$ cat src/rtl/alu_pkg.sv
// Shared definitions for the two-requester ALU arbiter: opcodes, FSM states
// and flag bit positions.
package alu_pkg;

  localparam logic [3:0] OP_ADD = 4'b0000;
  localparam logic [3:0] OP_SUB = 4'b0001;
  localparam logic [3:0] OP_XOR = 4'b0010;
  localparam logic [3:0] OP_SLL = 4'b0100;
  localparam logic [3:0] OP_SRA = 4'b0101;
  localparam logic [3:0] OP_ROR = 4'b0110;

  typedef enum logic [1:0] {
    ST_IDLE = 2'd0,
    ST_EXEC = 2'd1,
    ST_RESP = 2'd2
  } state_e;

  localparam int FLAG_Z = 0;
  localparam int FLAG_N = 1;
  localparam int FLAG_V = 2;

endpackage

$ cat src/rtl/flag_reg.sv
// V/N/Z flag storage with opcode-dependent write enables; updated only on
// the cycle the arbiter captures an ALU result.
module flag_reg
  import alu_pkg::*;
#(
  parameter int DATA_W = 16,
  parameter int OP_W   = 4
) (
  input  logic              clk,
  input  logic              rst,
  input  logic              update_i,
  input  logic [OP_W-1:0]   opcode_i,
  input  logic [DATA_W-1:0] result_i,
  input  logic              ovfl_i,
  output logic [2:0]        flags_o
);

  logic [2:0] flags_q;
  logic [2:0] flags_d;
  logic       we_all;
  logic       we_z;

  always_comb begin
    we_all = (opcode_i == OP_W'(OP_ADD)) || (opcode_i == OP_W'(OP_SUB));
    we_z   = we_all ||
             (opcode_i == OP_W'(OP_XOR)) || (opcode_i == OP_W'(OP_SLL)) ||
             (opcode_i == OP_W'(OP_SRA)) || (opcode_i == OP_W'(OP_ROR));
  end

  always_comb begin
    flags_d = flags_q;
    if (update_i) begin
      if (we_all) begin
        flags_d[FLAG_V] = ovfl_i;
        flags_d[FLAG_N] = result_i[DATA_W-1];
      end
      if (we_z) begin
        flags_d[FLAG_Z] = (result_i == '0);
      end
    end
  end

  always_ff @(posedge clk or posedge rst) begin
    if (rst) begin
      flags_q <= 3'b000;
    end else begin
      flags_q <= flags_d;
    end
  end

  assign flags_o = flags_q;

endmodule

$ cat src/rtl/alu_arbiter.sv
// Round-robin arbiter sharing one external ALU between two requesters,
// one transaction in flight: IDLE (grant) -> EXEC (capture) -> RESP (handshake).
module alu_arbiter
  import alu_pkg::*;
#(
  parameter int DATA_W = 16,
  parameter int OP_W   = 4
) (
  input  logic                clk,
  input  logic                rst,
  input  logic [1:0]          req_valid,
  output logic [1:0]          req_ready,
  input  logic [2*OP_W-1:0]   req_opcode,
  input  logic [2*DATA_W-1:0] req_a,
  input  logic [2*DATA_W-1:0] req_b,
  output logic [OP_W-1:0]     alu_opcode,
  output logic [DATA_W-1:0]   alu_op1,
  output logic [DATA_W-1:0]   alu_op2,
  input  logic [DATA_W-1:0]   alu_result,
  input  logic                alu_ovfl,
  output logic [1:0]          resp_valid,
  input  logic [1:0]          resp_ready,
  output logic [DATA_W-1:0]   resp_data,
  output logic [2:0]          flags
);

  state_e              state_q, state_d;
  logic                ptr_q, ptr_d;
  logic                gnt_q, gnt_d;
  logic [OP_W-1:0]     opcode_q, opcode_d;
  logic [DATA_W-1:0]   a_q, a_d;
  logic [DATA_W-1:0]   b_q, b_d;
  logic [DATA_W-1:0]   resp_data_q, resp_data_d;

  logic [OP_W-1:0]     op_arr [2];
  logic [DATA_W-1:0]   a_arr  [2];
  logic [DATA_W-1:0]   b_arr  [2];
  logic                gnt_sel;
  logic [1:0]          grant_vec;
  logic [1:0]          resp_vec;

  for (genvar gi = 0; gi < 2; gi++) begin : g_unpack
    assign op_arr[gi] = req_opcode[gi*OP_W +: OP_W];
    assign a_arr[gi]  = req_a[gi*DATA_W +: DATA_W];
    assign b_arr[gi]  = req_b[gi*DATA_W +: DATA_W];
  end

  // Pointer only matters when both requesters contend.
  assign gnt_sel = (req_valid == 2'b11) ? ptr_q : req_valid[1];

  always_comb begin
    state_d     = state_q;
    ptr_d       = ptr_q;
    gnt_d       = gnt_q;
    opcode_d    = opcode_q;
    a_d         = a_q;
    b_d         = b_q;
    resp_data_d = resp_data_q;
    grant_vec   = 2'b00;
    resp_vec    = 2'b00;
    case (state_q)
      ST_IDLE: begin
        if (req_valid != 2'b00) begin
          grant_vec[gnt_sel] = 1'b1;
          gnt_d    = gnt_sel;
          ptr_d    = ~gnt_sel;
          opcode_d = op_arr[gnt_sel];
          a_d      = a_arr[gnt_sel];
          b_d      = b_arr[gnt_sel];
          state_d  = ST_EXEC;
        end
      end
      ST_EXEC: begin
        resp_data_d = alu_result;
        state_d     = ST_RESP;
      end
      ST_RESP: begin
        resp_vec[gnt_q] = 1'b1;
        if (resp_ready[gnt_q]) begin
          state_d = ST_IDLE;
        end
      end
      default: state_d = ST_IDLE;
    endcase
  end

  always_ff @(posedge clk or posedge rst) begin
    if (rst) begin
      state_q     <= ST_IDLE;
      ptr_q       <= 1'b0;
      gnt_q       <= 1'b0;
      opcode_q    <= '0;
      a_q         <= '0;
      b_q         <= '0;
      resp_data_q <= '0;
    end else begin
      state_q     <= state_d;
      ptr_q       <= ptr_d;
      gnt_q       <= gnt_d;
      opcode_q    <= opcode_d;
      a_q         <= a_d;
      b_q         <= b_d;
      resp_data_q <= resp_data_d;
    end
  end

  flag_reg #(
    .DATA_W (DATA_W),
    .OP_W   (OP_W)
  ) u_flag_reg (
    .clk      (clk),
    .rst      (rst),
    .update_i (state_q == ST_EXEC),
    .opcode_i (opcode_q),
    .result_i (alu_result),
    .ovfl_i   (alu_ovfl),
    .flags_o  (flags)
  );

  // Reset also masks the combinational grant so no handshake leaks out.
  assign req_ready  = rst ? 2'b00 : grant_vec;
  assign resp_valid = resp_vec;
  assign resp_data  = resp_data_q;
  assign alu_opcode = opcode_q;
  assign alu_op1    = a_q;
  assign alu_op2    = b_q;

endmodule

$ cat config.mk
export PLATFORM = sky130hd
export DESIGN_NAME = alu_arbiter
export DESIGN_NICKNAME = d
export VERILOG_FILES = /design/src/rtl/alu_pkg.sv /design/src/rtl/flag_reg.sv /design/src/rtl/alu_arbiter.sv
export SDC_FILE = /design/constraint.sdc
export NUM_CORES = 1
export LEC_CHECK = 0
export CAP_MARGIN = 40
export CELL_PAD_IN_SITES_DETAIL_PLACEMENT = 1
export CELL_PAD_IN_SITES_GLOBAL_PLACEMENT = 2
export CORE_ASPECT_RATIO = 1.5
export CORE_UTILIZATION = 24
export CTS_CLUSTER_SIZE = 25
export DETAILED_ROUTE_END_ITERATION = 7
export GPL_ROUTABILITY_DRIVEN = 0
export PLACE_DENSITY_LB_ADDON = 0.1
export SETUP_SLACK_MARGIN = 0.3
export SYNTH_ARGS = -nofsm -noshare
export SYNTH_HDL_FRONTEND = slang
export SYNTH_HIERARCHICAL = 1
export SYNTH_SLANG_ARGS = --single-unit
$ cat constraint.sdc
create_clock -name clk -period 4 [get_ports clk]
set_input_delay 0.8 -clock clk [delete_from_list [all_inputs] [get_ports clk]]
set_output_delay 0.8 -clock clk [all_outputs]
set_load 0.03 [all_outputs]
==> reports/qor.txt, run 1 <==
status - complete, no violations
internal power - 2350 uW
clk root buf - clkbuf_16
Longest Clk Path Bufs - 2
CTS clk-pin slew, worst paths - 0.05 ns
crit end category - output pin
Hold Path Stages - 1
met1 wire length - 4.24 mm
synth cell count leaders - dfrtp_1 (59), a21oi_1 (39), nand3_1 (37)
Switch Pwr - 1670 uW
initial DRC count - 116
leak pwr - 0.00184 uW
number of nets with antenna violations after routing - 0
routed len/inst - 18.0 um
cts bufs inserted - 9
sequential share of power - 27.1%
H-tree depth - 3
Max-slew headroom - 57.4%
met2 WL - 5.50 mm
layout cell share with drive strength beyond 1 - 13.2%
number of synthesized register bits - 59
hold-critical path endpoint - resp_data[8]
Initial Util - 24.7%
fin crit period - 2.97 ns
number of diodes - 0
hold crit path type - reg2reg
NumNets Final - 522
worst skew pair latency - 0.33 ns
CP max FO - 14
Tot GR Track Use - 17.8%
Layout area overhead - 68.5%
Worst path slowest cell - clkdlybuf4s50_1
Main synth FF type - dfrtp_1
final setup margin - 1.03 ns
setup TNS - 0 ns
FF-to-FF path depth - 4
WL met3 - 573 um
Pre-Repair DR Iteration Count - 4
YS warnings - 6
largest net degree at the start of global routing - 40
Die Height - 135 um
CTS resizes - 0
CTS Hold Bufs - 0
max-cap violation count - 0
Clock Sink Count - 59
Comb pwr share - 51.7%
Core Area - 11500 um2
crit path from - req_valid[1]
total grt overflow - 0
vias in the first global route - 3113
Fin Clk Skew - 0.00569 ns
vias per inst - 4.83
synthesized cell area - 2850 um2
worst r2r src - state_q[0]
RSZ-0062 raised after global routing - no
worst reg-to-reg setup slack - 2.15 ns
Area contributors post-synth - dfrtp_1 (52%), a31oi_1 (7.7%), mux2_2 (7.5%)
first-pass GRT wire length - 16.8 mm
Peak Freq - 337 MHz
Ports - 154
Post-Syn Nets - 378
Port Buf Inserts - 153
Critical R2R Capture - alu_op2[11]
most used cell, CP - buf_4
data arrival time at the worst-slack endpoint - 2.17 ns
final worst path period share - 74.2%
Synth Instances - 283
Slew @ Worst Pin - 0.638 ns
Final Max Slew Viols - 0
Distinct cells, synth - 29
final setup fails - 0
drt total wl - 10.5 mm
Worst Setup Start Kind - input pin
DIE AREA - 12300 um2
CTS tree - built
Sw Share - 41.5%
dpl hpwl - 7.09 mm
CP Data Required Time - 3.20 ns
Post-Syn Area per Cell - 10.1 um2
pwr dens - 836 nW/um2
Crit path largest cell delay - 0.42 ns
Clk network pwr share - 21.2%
dpl ws - 1.03 ns
Async SR Flop Fraction - 100%
via count - 2812
Rows - 48
most frequent cell after synthesis - dfrtp_1
largest area contributor in the synthesized netlist - dfrtp_1
Final Hold Viols - 0
kind of critical path - in2out
crit path cell chain - clkdlybuf4s50_1, buf_4, or2_1, and2_2, nor3b_1, buf_4
max layer used - met4
Hold Startpoint - resp_data[8]
Synth top area share - 51.9%
number of setup buffers added after CTS - 0
Post-synth EDFFs - 0
die width - 90.9 um
initial antenna violation count - 0
peak supply drop - 274 uV
drc violations - 0
sequential-to-total area share from yosys stat - 51.9%
-- worst max-delay path: cells and delay by family --
kind | cells | cell delay [ns]
AND/OR/NAND/NOR | 3 | 0.57
buffers and inverters | 3 | 0.79
-- registers in the layout, indices dropped and copies added (netlist names) --
register and cells:
state_q 2, alu_op1 16, ptr_q 1, gnt_q 1, resp_data 16, u_flag_reg/flags_o 3
alu_opcode 4, alu_op2 16
-- cell usage in the layout, fill, tap and decap left out, types with 2 or more instances in the layout --
| cell | count |
|---|---|
| nor4_2 | 3 |
| a31oi_1 | 35 |
| nand3_1 | 37 |
| bufinv_16 | 2 |
| inv_1 | 4 |
| dfrtp_1 | 59 |
| mux2_2 | 19 |
| a21oi_1 | 39 |
| nor2_1 | 4 |
| buf_4 | 12 |
| clkbuf_16 | 9 |
| clkdlybuf4s50_1 | 151 |
| o21ai_1 | 3 |
| clkinvlp_4 | 2 |
| o21ai_0 | 34 |
-- worst max path at each step --
stage / endpoint
finish: req_ready[0]
global route: req_ready[0]
CTS: req_ready[0]
detailed placement: req_ready[0]
global placement: req_ready[0]
floorplan: req_ready[0]
-- through the flow --
stage	power [uW]	cell area (um2)	cells	hold slack [ns]	utilization, %
after floorplan	2340	2850	283	0.508	-
after global placement	3180	4470	566	0.489	38.8
after detailed placement	3210	4470	566	0.496	38.8
after CTS	4070	4800	582	0.509	41.6
after global routing	4250	4800	582	0.528	41.6
final	4010	4800	582	0.504	41.6
-- power groups by stage --
stage	Combinational (uW)	Clock, uW	Sequential [uW]
3_5_place_dp	2100	0	1100
5_1_grt	2220	894	1140
4_1_cts	2100	873	1100
2_1_floorplan	711	0	1620
3_3_place_gp	2090	0	1090
6_report	2070	849	1090
-- cell type report --
cell class	instances	area [um2]
fill	1305	6730
sequential	59	1480
multi-input combinational	189	1180
timing repair buffer	163	1600
clock buffer	10	239
inverter	5	18.8
tap	150	188
clock inverter	6	88.8
-- cell families (layout without fill, tap and decap cells) --
family / Yosys count / count (layout) / synth area share [%]
compound gates: 113 / 113 / 21.8
flops: 59 / 59 / 51.9
simple gates: 56 / 56 / 11.6
buf+inv: 35 / 184 / 6.90
mux: 20 / 20 / 7.87
-- layer usage --
metal	GRT usage (%)	vias up
met5	0	-
met4	7.41	0
met3	3.87	10
met2	32.1	98
met1	20.2	1364
li1	-	1340
No activity file was read; power rests on OpenSTA's default activity.
==> run 2: changes to the inputs <==
--- a/config.mk
+++ b/config.mk
@@ -9,7 +9,7 @@
 export CELL_PAD_IN_SITES_DETAIL_PLACEMENT = 1
 export CELL_PAD_IN_SITES_GLOBAL_PLACEMENT = 2
 export CORE_ASPECT_RATIO = 1.5
-export CORE_UTILIZATION = 24
+export CORE_UTILIZATION = 20
 export CTS_CLUSTER_SIZE = 25
 export DETAILED_ROUTE_END_ITERATION = 7
 export GPL_ROUTABILITY_DRIVEN = 0
==> constraint.sdc (replaced) <==
create_clock -name clk -period 2.6 [get_ports clk]
set_input_delay 0.52 -clock clk [delete_from_list [all_inputs] [get_ports clk]]
set_output_delay 0.52 -clock clk [all_outputs]
set_load 0.03 [all_outputs]
==> reports/qor.txt, run 2 (same netlist as run 1, synthesis figures left out) <==
cell count after placement - 580
commonest non-fill, non-tap cell in the layout - clkdlybuf4s50_1
cts bufs inserted - 9
final setup margin - 0.620 ns
status - complete, no violations
total grt overflow - 0
Layout area overhead - 69.6%
number of setup buffers added after CTS - 0
CP Data Required Time - 2.08 ns
number of nets with antenna violations after routing - 0
setup TNS - 0 ns
Crit path depth - 1
Peak Freq - 505 MHz
via count - 2812
number of diodes - 0
Pre-Repair DR Iteration Count - 4
Core Area - 13900 um2
worst skew pair latency - 0.33 ns
hold crit path type - in2async
vias per inst - 4.72
vias in the first global route - 3047
Tot GR Track Use - 16.0%
H-tree depth - 3
final std cells w/o fill - 596
worst r2r src - state_q[1]
die width - 99.4 um
Rows - 53
DIE AREA - 14700 um2
Clock Sink Count - 59
drc violations - 0
worst reg-to-reg setup slack - 1.06 ns
CTS resizes - 0
initial antenna violation count - 0
Worst path slowest cell - clkdlybuf4s50_1
kind of critical path - reg2out
WL met3 - 546 um
fin crit period - 1.98 ns
clk root buf - clkbuf_16
Initial Util - 20.4%
worst hold slack - 0.485 ns
drt total wl - 11.4 mm
Final Max Slew Viols - 0
FF-to-FF path depth - 5
RSZ-0062 raised after global routing - no
pwr dens - 1290 nW/um2
initial DRC count - 78
final worst path period share - 76.2%
NumNets Final - 521
buffers plus inverters on the worst setup path - 1
Top delay family on crit path - buffers and inverters
Slew @ Worst Pin - 0.500 ns
crit end category - output pin
dpl hpwl - 7.33 mm
most frequent cells in the layout - clkdlybuf4s50_1 (147), dfrtp_1 (59), a21oi_1 (39)
layout cell share with drive strength beyond 1 - 13.5%
Fin Clk Skew - 0.00680 ns
met2 WL - 5.92 mm
largest net degree at the start of global routing - 45
Final Hold Viols - 0
CTS tree - built
CP Capture Point - alu_opcode[1]
CP max FO - 4
leak pwr - 0.00190 uW
dpl ws - 0.308 ns
CTS clk-pin slew, worst paths - 0.05 ns
Ports - 154
first-pass GRT wire length - 17.7 mm
routed len/inst - 19.1 um
peak supply drop - 358 uV
Max-slew headroom - 66.7%
Die Height - 148 um
Critical R2R Capture - u_flag_reg/flags_o[1]
max-cap violation count - 0
Port Buf Inserts - 153
Worst Setup Start Kind - flop
crit path cell chain - clkdlybuf4s50_1
Longest Clk Path Bufs - 2
Crit path largest cell delay - 0.70 ns
CTS Hold Bufs - 0
data arrival time at the worst-slack endpoint - 1.46 ns
final setup fails - 0
met1 wire length - 4.79 mm
crit path from - alu_opcode[1]
max layer used - met4
-- run 2: final cells by class --
cell class | instances | area, um2
Fill cell | 1589 | 9100
Timing Repair Buffer | 162 | 1610
Sequential cell | 59 | 1480
Multi-Input combinational cell | 189 | 1190
Clock buffer | 11 | 253
Tap cell | 165 | 206
Clock inverter | 5 | 75.1
Inverter | 5 | 18.8
-- run 2: power breakdown --
part	switching, uW	leakage [uW]	internal (uW)
combinational	1870	0.00105	1360
sequential	270	0.000677	1390
clock	437	0.000165	886
total	2580	0.00190	3630
-- run 2: per-layer routing --
layer,vias to the layer above,track usage [%]
met4,0,4.63
met3,8,3.76
met5,-,0
met2,98,28.3
li1,1334,-
met1,1372,19.1
-- run 2: worst min path at each step --
stage / slack, ns / end / from
2_1_floorplan: 0.27 / u_flag_reg/flags_o[0] / rst
3_3_place_gp: 0.49 / resp_data[15] / resp_data[15]
3_5_place_dp: 0.50 / resp_data[14] / resp_data[14]
4_1_cts: 0.49 / u_flag_reg/flags_o[1] / rst
5_1_grt: 0.51 / u_flag_reg/flags_o[2] / rst
6_report: 0.49 / u_flag_reg/flags_o[1] / rst
-- run 2: per-stage QoR --
step	util, %	total power [uW]	area (um2)
floorplan	-	3590	2850
global placement	32.3	4940	4490
detailed placement	32.3	4970	4490
CTS	34.6	6330	4820
global route	34.7	6580	4830
finish	34.7	6210	4830
